<file path="config.mk">
export PLATFORM = sky130hd
export DESIGN_NAME = neuron_mac_seq
export DESIGN_NICKNAME = d
export VERILOG_FILES = /design/src/rtl/neuron_mac_seq.sv
export SDC_FILE = /design/constraint.sdc
export NUM_CORES = 2
export LEC_CHECK = 0
export ABC_CLOCK_PERIOD_IN_PS = 18300
export BUFFER_PORTS_ARGS = -buffer_cell sky130_fd_sc_hd__buf_2
export CAP_MARGIN = 5
export CORE_MARGIN = 1.5
export CORE_UTILIZATION = 59
export CTS_BUF_LIST = sky130_fd_sc_hd__clkbuf_16
export CTS_CLUSTER_DIAMETER = 60
export DETAILED_ROUTE_END_ITERATION = 10
export GPL_TIMING_DRIVEN = 0
export PLACE_DENSITY = 0.79
export SLEW_MARGIN = 0
export SYNTH_ARGS = -nofsm -noshare
export SYNTH_HDL_FRONTEND = slang
export SYNTH_SLANG_ARGS = --single-unit
</file>
<file path="constraint.sdc">
create_clock -name clk -period 18.3 [get_ports clk]
set_input_delay 0.915 -clock clk [delete_from_list [all_inputs] [get_ports clk]]
set_output_delay 0.915 -clock clk [all_outputs]
set_load 0.05 [all_outputs]
</file>
<file path="src/rtl/neuron_mac_seq.sv">
// Sequential neuron: one Q-format a*w MAC per accepted beat, bias + saturate + activation after N_IN beats.
// Result registered one cycle after the last beat; in_ready drops until the result is taken; en=0 freezes everything.
module neuron_mac_seq #(
  parameter int WIDTH = 32,
  parameter int FBITS = 24,
  parameter int N_IN  = 3
) (
  input  logic             clk,
  input  logic             rst,
  input  logic             en,
  input  logic             in_valid,
  output logic             in_ready,
  input  logic [WIDTH-1:0] a,
  input  logic [WIDTH-1:0] w,
  input  logic [WIDTH-1:0] b,
  input  logic [1:0]       act_mode,
  output logic             out_valid,
  input  logic             out_ready,
  output logic [WIDTH-1:0] y,
  output logic             sat
);

  localparam int ACC_W = 2*WIDTH + $clog2(N_IN+1);
  localparam int CNT_W = (N_IN > 1) ? $clog2(N_IN) : 1;
  localparam logic [CNT_W-1:0] LAST = CNT_W'(N_IN-1);
  localparam logic signed [ACC_W-1:0] S_MAX = {{(ACC_W-WIDTH+1){1'b0}}, {(WIDTH-1){1'b1}}};
  localparam logic signed [ACC_W-1:0] S_MIN = {{(ACC_W-WIDTH+1){1'b1}}, {(WIDTH-1){1'b0}}};
  localparam logic signed [WIDTH-1:0] ONE     = WIDTH'(1) << FBITS;
  localparam logic signed [WIDTH-1:0] NEG_ONE = -ONE;

  typedef enum logic [1:0] {S_ACC, S_FIN, S_OUT} state_t;

  state_t                    state;
  logic [CNT_W-1:0]          cnt;
  logic signed [ACC_W-1:0]   acc;
  logic [WIDTH-1:0]          b_q;
  logic [1:0]                mode_q;

  logic signed [2*WIDTH-1:0] a_ext, w_ext, prod;
  logic signed [ACC_W-1:0]   prod_ext, b_ext, sum, s_full;
  logic signed [WIDTH-1:0]   s_sat, y_next;
  logic                      clip;

  assign in_ready = en && (state == S_ACC);

  always_comb begin
    a_ext    = {{WIDTH{a[WIDTH-1]}}, a};
    w_ext    = {{WIDTH{w[WIDTH-1]}}, w};
    prod     = a_ext * w_ext;
    prod_ext = {{(ACC_W-2*WIDTH){prod[2*WIDTH-1]}}, prod};

    // Bias is aligned to the 2*FBITS product scale before the single floor shift.
    b_ext  = {{(ACC_W-WIDTH){b_q[WIDTH-1]}}, b_q};
    sum    = acc + (b_ext <<< FBITS);
    s_full = sum >>> FBITS;

    clip  = 1'b0;
    s_sat = s_full[WIDTH-1:0];
    if (s_full > S_MAX) begin
      clip  = 1'b1;
      s_sat = S_MAX[WIDTH-1:0];
    end else if (s_full < S_MIN) begin
      clip  = 1'b1;
      s_sat = S_MIN[WIDTH-1:0];
    end

    y_next = s_sat;
    case (mode_q)
      2'd1: if (s_sat[WIDTH-1]) y_next = '0;
      2'd2: begin
        if (s_sat > ONE)          y_next = ONE;
        else if (s_sat < NEG_ONE) y_next = NEG_ONE;
      end
      default: y_next = s_sat;
    endcase
  end

  always_ff @(posedge clk) begin
    if (rst) begin
      state     <= S_ACC;
      cnt       <= '0;
      acc       <= '0;
      b_q       <= '0;
      mode_q    <= '0;
      out_valid <= 1'b0;
      y         <= '0;
      sat       <= 1'b0;
    end else if (en) begin
      case (state)
        S_ACC: begin
          if (in_valid) begin
            acc <= acc + prod_ext;
            if (cnt == LAST) begin
              cnt    <= '0;
              b_q    <= b;
              mode_q <= act_mode;
              state  <= S_FIN;
            end else begin
              cnt <= cnt + 1'b1;
            end
          end
        end
        S_FIN: begin
          y         <= y_next;
          sat       <= clip;
          out_valid <= 1'b1;
          acc       <= '0;
          state     <= S_OUT;
        end
        S_OUT: begin
          if (out_ready) begin
            out_valid <= 1'b0;
            state     <= S_ACC;
          end
        end
        default: state <= S_ACC;
      endcase
    end
  end

endmodule

</file>
# Word level (Yosys, flattened, before mapping)
# Index checks and enable logic that the tools add are counted.
classes:
  add_sub_neg: 3
  n_mul: 1
  magnitude_cmp: 4
  n_eq_ne: 8
  muxes: 17
  reduce_logical: 10
ops:
  columns: ["op", "n"]
  rows:
  - ["66-bit one-hot mux with 2 select lines", 1]
  - ["32-bit 2-to-1 mux", 4]
  - ["66-bit by 56-bit adder with 66-bit output", 1]
  - ["66-bit by 64-bit adder with 66-bit output", 1]
  - ["66-bit 2-to-1 mux", 1]
  - ["32-bit by 32-bit multiplier with 64-bit output", 1]
  - ["32-bit one-hot mux with 2 select lines", 1]
  - ["42-bit by 32-bit greater-than comparator with 1-bit output, second input constant", 1]
  - ["42-bit by 32-bit < comparator with 1-bit output, second input constant", 1]
  - ["32-bit by 26-bit greater-than comparator with 1-bit output, second input constant", 1]
  - ["32-bit by 25-bit < comparator with 1-bit output, second input constant", 1]
  - ["31-bit 2-to-1 mux", 1]
  - ["3-bit AND reduction", 3]
  - ["2-bit 2-to-1 mux", 4]
  - ["4-bit AND reduction", 2]
  - ["2-bit == test, second input constant", 3]
  - ["2-bit one-hot mux with 3 select lines", 1]
  - ["2-bit by 1-bit == test with 1-bit output, second input constant", 2]
  - ["2-bit inequality test, second input constant", 2]
  - ["2-bit nonzero test", 2]
  - ["1-bit 2-to-1 mux", 3]
  - ["2-bit by 1-bit adder with 2-bit output, second input constant", 1]
  - ["2-bit zero test", 1]
  - ["2-bit by 1-bit inequality test with 1-bit output, second input constant", 1]
  - ["3 further kinds", 3]
word_totals:
  ff_bits: 138
  input_bits: 103

# Longest topological paths before layout
logic_depth:
  ltp_word: 8
  depth_mapped: 31
  mapped_depth_nobuf: 30

# Worst setup path before layout
# No wires, ideal clock.
synth_timing:
  path_type: "input-to-reg"
  start: "in w[0]"
  end: "reg acc[64]"
  setup_time_ns: 0.074
  arrival_time_ns: 9.398
  required_time_ns: 18.226
  setup_slack_ns: 8.827
  stages: 29
  path_buffers: 2
  path_cell_list: "clkbuf_1 -> nand2_1 -> fa_1 -> inv_1 -> fa_1 -> fa_1 -> inv_1 -> fa_1 -> inv_1 -> fa_1 -> fa_1 -> fa_1 -> inv_1 -> fa_1 -> inv_1 -> ha_1 -> clkbuf_1 -> a21o_1 -> a21o_1 -> a21oi_1 -> and2_1 -> a221oi_1 -> a21oi_1 -> o31ai_1 -> a21boi_1 -> a2111oi_0 -> nor2_1 -> xor2_1 -> o21ai_0"
synth_between:
  elab_chain_len: 4
synth_rtl:
  columns: ["element", "line", "source"]
  rows:
  - ["from (decl)", "14", "input logic [WIDTH-1:0] w,"]
  - ["32-bit by 32-bit multiplier with 64-bit output", "49", "prod = a_ext * w_ext;"]
  - ["66-bit by 64-bit adder with 66-bit output", "92", "acc <= acc + prod_ext;"]
  - ["66-bit 2-to-1 mux", "91", "if (in_valid) begin"]
  - ["66-bit one-hot mux with 2 select lines", "89", "case (state)"]
  - ["to (signal assigned)", "92", null]
  - ["to (decl)", "35", "logic signed [ACC_W-1:0] acc;"]
# No other way between the ends. The select of a mux whose other input is x is not followed.
# A chain may end at the register's enable or synchronous reset.

# Final worst setup path
layout_timing:
  start: "in a[31]"
  end: "reg acc[64]"
layout_between:
  elab_chain_len: 4
layout_rtl:
  columns: ["element", "line", "source"]
  rows:
  - ["from (decl)", "13", "input logic [WIDTH-1:0] a,"]
  - ["32-bit by 32-bit multiplier with 64-bit output", "49", null]
  - ["66-bit by 64-bit adder with 66-bit output", "92", null]
  - ["66-bit 2-to-1 mux", "91", null]
  - ["66-bit one-hot mux with 2 select lines", "89", null]
# No other way between the ends. The select of a mux whose other input is x is not followed.

==> reports/metrics.csv <==
stage,metric,value,unit
place,PortBufs,136,
logic_synthesis,"top cells by area, synth","fa_1 (51%), inv_1 (9.9%), ha_1 (6.8%)",
route,ANT nets after route,0,
logic_synthesis,post-synthesis sequential area ratio,5.68,%
clocking,CTS max path bufs,2,
floorplanning,total core area,81800,um^2
clocking,Worst-path clk slew,0.08,ns
logic_synthesis,"area leader, netlist",fa_1,
route,Remaining DRCs,0,
sta,worst clock skew,0.0197,ns
logic_synthesis,number of synthesized flops with an enable pin,0,
cells_and_area,Area Overhead vs Synth,5.56,%
logic_synthesis,"Net Count, Synth",6978,
sta,"Setup violations, final",0,
sta,worst hold margin,0.447,ns
logic_synthesis,Synth top area share,50.8,%
global_route,initial antenna violation count,13,
cells_and_area,Util after Layout,62.7,%
floorplanning,width of the die,290,um
setup_path,kind of critical path,primary input to flip-flop,
route,Vias/cell,5.83,
place,DP HPWL,132,mm
clocking,CTS tree,built,
clocking,post-CTS sizing,0,
floorplanning,Initial Util,59.4,%
route,via count,38600,
global_route,vias in the first global route,40800,
logic_synthesis,Post-Synthesis Cell Area,48600,um^2
logic_synthesis,synth unique cells,83,
logic_synthesis,Ys Warns,0,
cells_and_area,layout cells sized above 1,3.98,%
setup_path,CP peak stage delay,0.70,ns
global_route,grt ovf,0,
cells_and_area,design area,51300,um^2
clocking,clock sinks,138,
logic_synthesis,gate count of the mapped netlist,5375,
place,placed standard-cell area,50700,um^2
sta,FMAX,97.2,MHz
route,first-iteration detailed-routing DRC count,3403,
cells_and_area,filler instances,6903,
clocking,H-tree Lvls,4,
sta,TNS Setup,0,ns
logic_synthesis,async set-reset flop share out of synthesis,0,%
sta,Hold Fails Final Rpt,0,
flow_run,max-cap viol count,0,
cells_and_area,final-stage net count,7136,
global_route,gr usage total,37.5,%
logic_synthesis,Mean Syn Cell Area,9.04,um^2
sta,fin. max-slew vios,0,
status,outcome,"finished, final reports clean",
floorplanning,die footprint,84100,um^2
setup_path,"Slowest-stage cell, CP",o31ai_1,
clocking,total CTS buffers,17,
logic_synthesis,synthesized flop and latch total,138,
sta,Slew @ Worst Pin,1.10,ns
global_route,first-pass GRT wire length,236,mm
clocking,# hold bufs at CTS,0,
setup_path,CP endpoint kind,flip-flop,
route,routed len/inst,22.9,um
floorplanning,io pins,138,
setup_path,startpoint type of the worst setup path,primary input,
setup_path,worst-path fanout max,29,
logic_synthesis,Synth Flop Type,dfxtp_1,
sta,slew margin rel.,26.7,%
setup_path,most used cell along the critical path,fa_1,
floorplanning,Std-Cell Rows,105,
place,Final Wtd Congestion,1.08,
global_route,largest net degree at the start of global routing,30,
hold_path,worst hold path type,flip-flop to flip-flop,
clocking,# Post-CTS Setup Buffers,0,
floorplanning,die span in y,290,um
setup_path,Worst EP arrival,10.68,ns
route,drt total wl,152,mm
route,Initial DRT Pass Iterations,7,
setup_path,flop2flop setup slack,9.30,ns
clocking,root buf cell,clkbuf_16,
sta,min cycle time layout,10.29,ns
setup_path,Critical Path RT,18.69,ns
sta,RSZ-0062 raised after global routing,false,
clocking,clk_lat worst skew,0.46,ns
sta,fin crit share,56.2,%
==> cell usage after synthesis (all sizes together), types with 7 or more instances <==
cell type / n
nor3: 23
o211ai: 11
xor2: 44
o21bai: 13
and3: 14
a21boi: 11
nor2b: 12
a22oi: 38
nor3b: 9
fa: 1234
o31ai: 12
nand2b: 16
clkbuf: 247
a211oi: 23
or3: 7
nor2: 163
o21ai: 101
xnor2: 58
a21oi: 156
nand2: 725
nand4: 30
a221oi: 8
a21o: 75
inv: 1282
dfxtp: 138
a211o: 10
a22o: 7
o21a: 17
and2: 478
nor4: 11
buf: 15
ha: 266
a2111oi: 8
a31oi: 16
nand3: 32
==> cell families after synthesis <==
logic type      synth area share, %
mux                          0.0824
simple gates                   15.3
compound gates                 7.46
buf+inv                        12.0
xor+xnor                       1.84
fa+ha+maj                      57.7
flops                          5.68
==> cell usage in the layout (no fill, tap or decap), types with 8 or more instances in the layout <==
cell          n
inv_1      1278
fa_1       1233
nand2_1     724
and2_1      477
ha_1        266
clkbuf_1    246
nor2_1      163
a21oi_1     156
buf_2       147
dfxtp_1     138
o21ai_0      78
a21o_1       75
xnor2_1      58
xor2_1       44
a22oi_1      38
nand3_1      32
nand4_1      30
nor3_1       23
o21ai_1      21
a211oi_1     20
o21a_1       17
clkbuf_16    17
nand2b_1     15
a31oi_1      15
and3_1       14
o21bai_1     13
o31ai_1      12
nor2b_1      12
o211ai_1     11
nor4_1       11
diode_2      10
nor3b_1       8
a21boi_0      8
==> sequential cells by signal (all words and copies together), names as in the netlist <==
| register | cells |
|---|---|
| acc | 66 |
| b_q | 32 |
| y | 32 |
| cnt | 2 |
| mode_q | 2 |
| state | 2 |
| out_valid | 1 |
| sat | 1 |
==> worst max-delay path: cells and delay by family <==
family	cells	cell delay, ns
fa+ha+maj	9	4.03
buf+inv	10	2.38
xor+xnor	1	0.16
simple gates	3	0.57
compound gates	9	2.65
==> routing by layer <==
metal	wire length [um]	GRT usage (%)	up-vias
met2	70200	59.0	2191
met1	53200	46.3	19600
met5	77	0	-
met3	15700	8.69	620
li1	-	-	16200
met4	12500	25.7	12
==> through the flow <==
stage	setup WS, ns	std cells
6_report	8.01	6626
3_3_place_gp	6.33	6581
5_1_grt	7.62	6621
2_1_floorplan	8.83	5375
3_5_place_dp	7.65	6584
4_1_cts	8.12	6616
==> worst paths after layout <==
kind,startpoint,cells past startpoint,to
setup / recovery,a[31],32,acc[64]
hold / removal,y[7],2,y[7]
setup reg to reg,acc[18],27,acc[64]
hold reg to reg,y[7],2,y[7]
==> final cells by class <==
cell class | count | area (um^2) | area share (%)
multi-input cells | 3692 | 40000 | 78.0
clock buffers | 17 | 425 | 0.829
diodes | 10 | 25.0 | 0.0488
inverters | 1283 | 4820 | 9.39
flip-flops and latches | 138 | 2760 | 5.38
plain buffers | 262 | 1010 | 1.96
well taps | 1070 | 1340 | 2.61
clock inverters | 15 | 161 | 0.315
repair buffers | 139 | 741 | 1.44
Power is left out: the tool's default activity adds up to more than one toggle a clock period on the data nets, which glitch-free logic cannot reach.
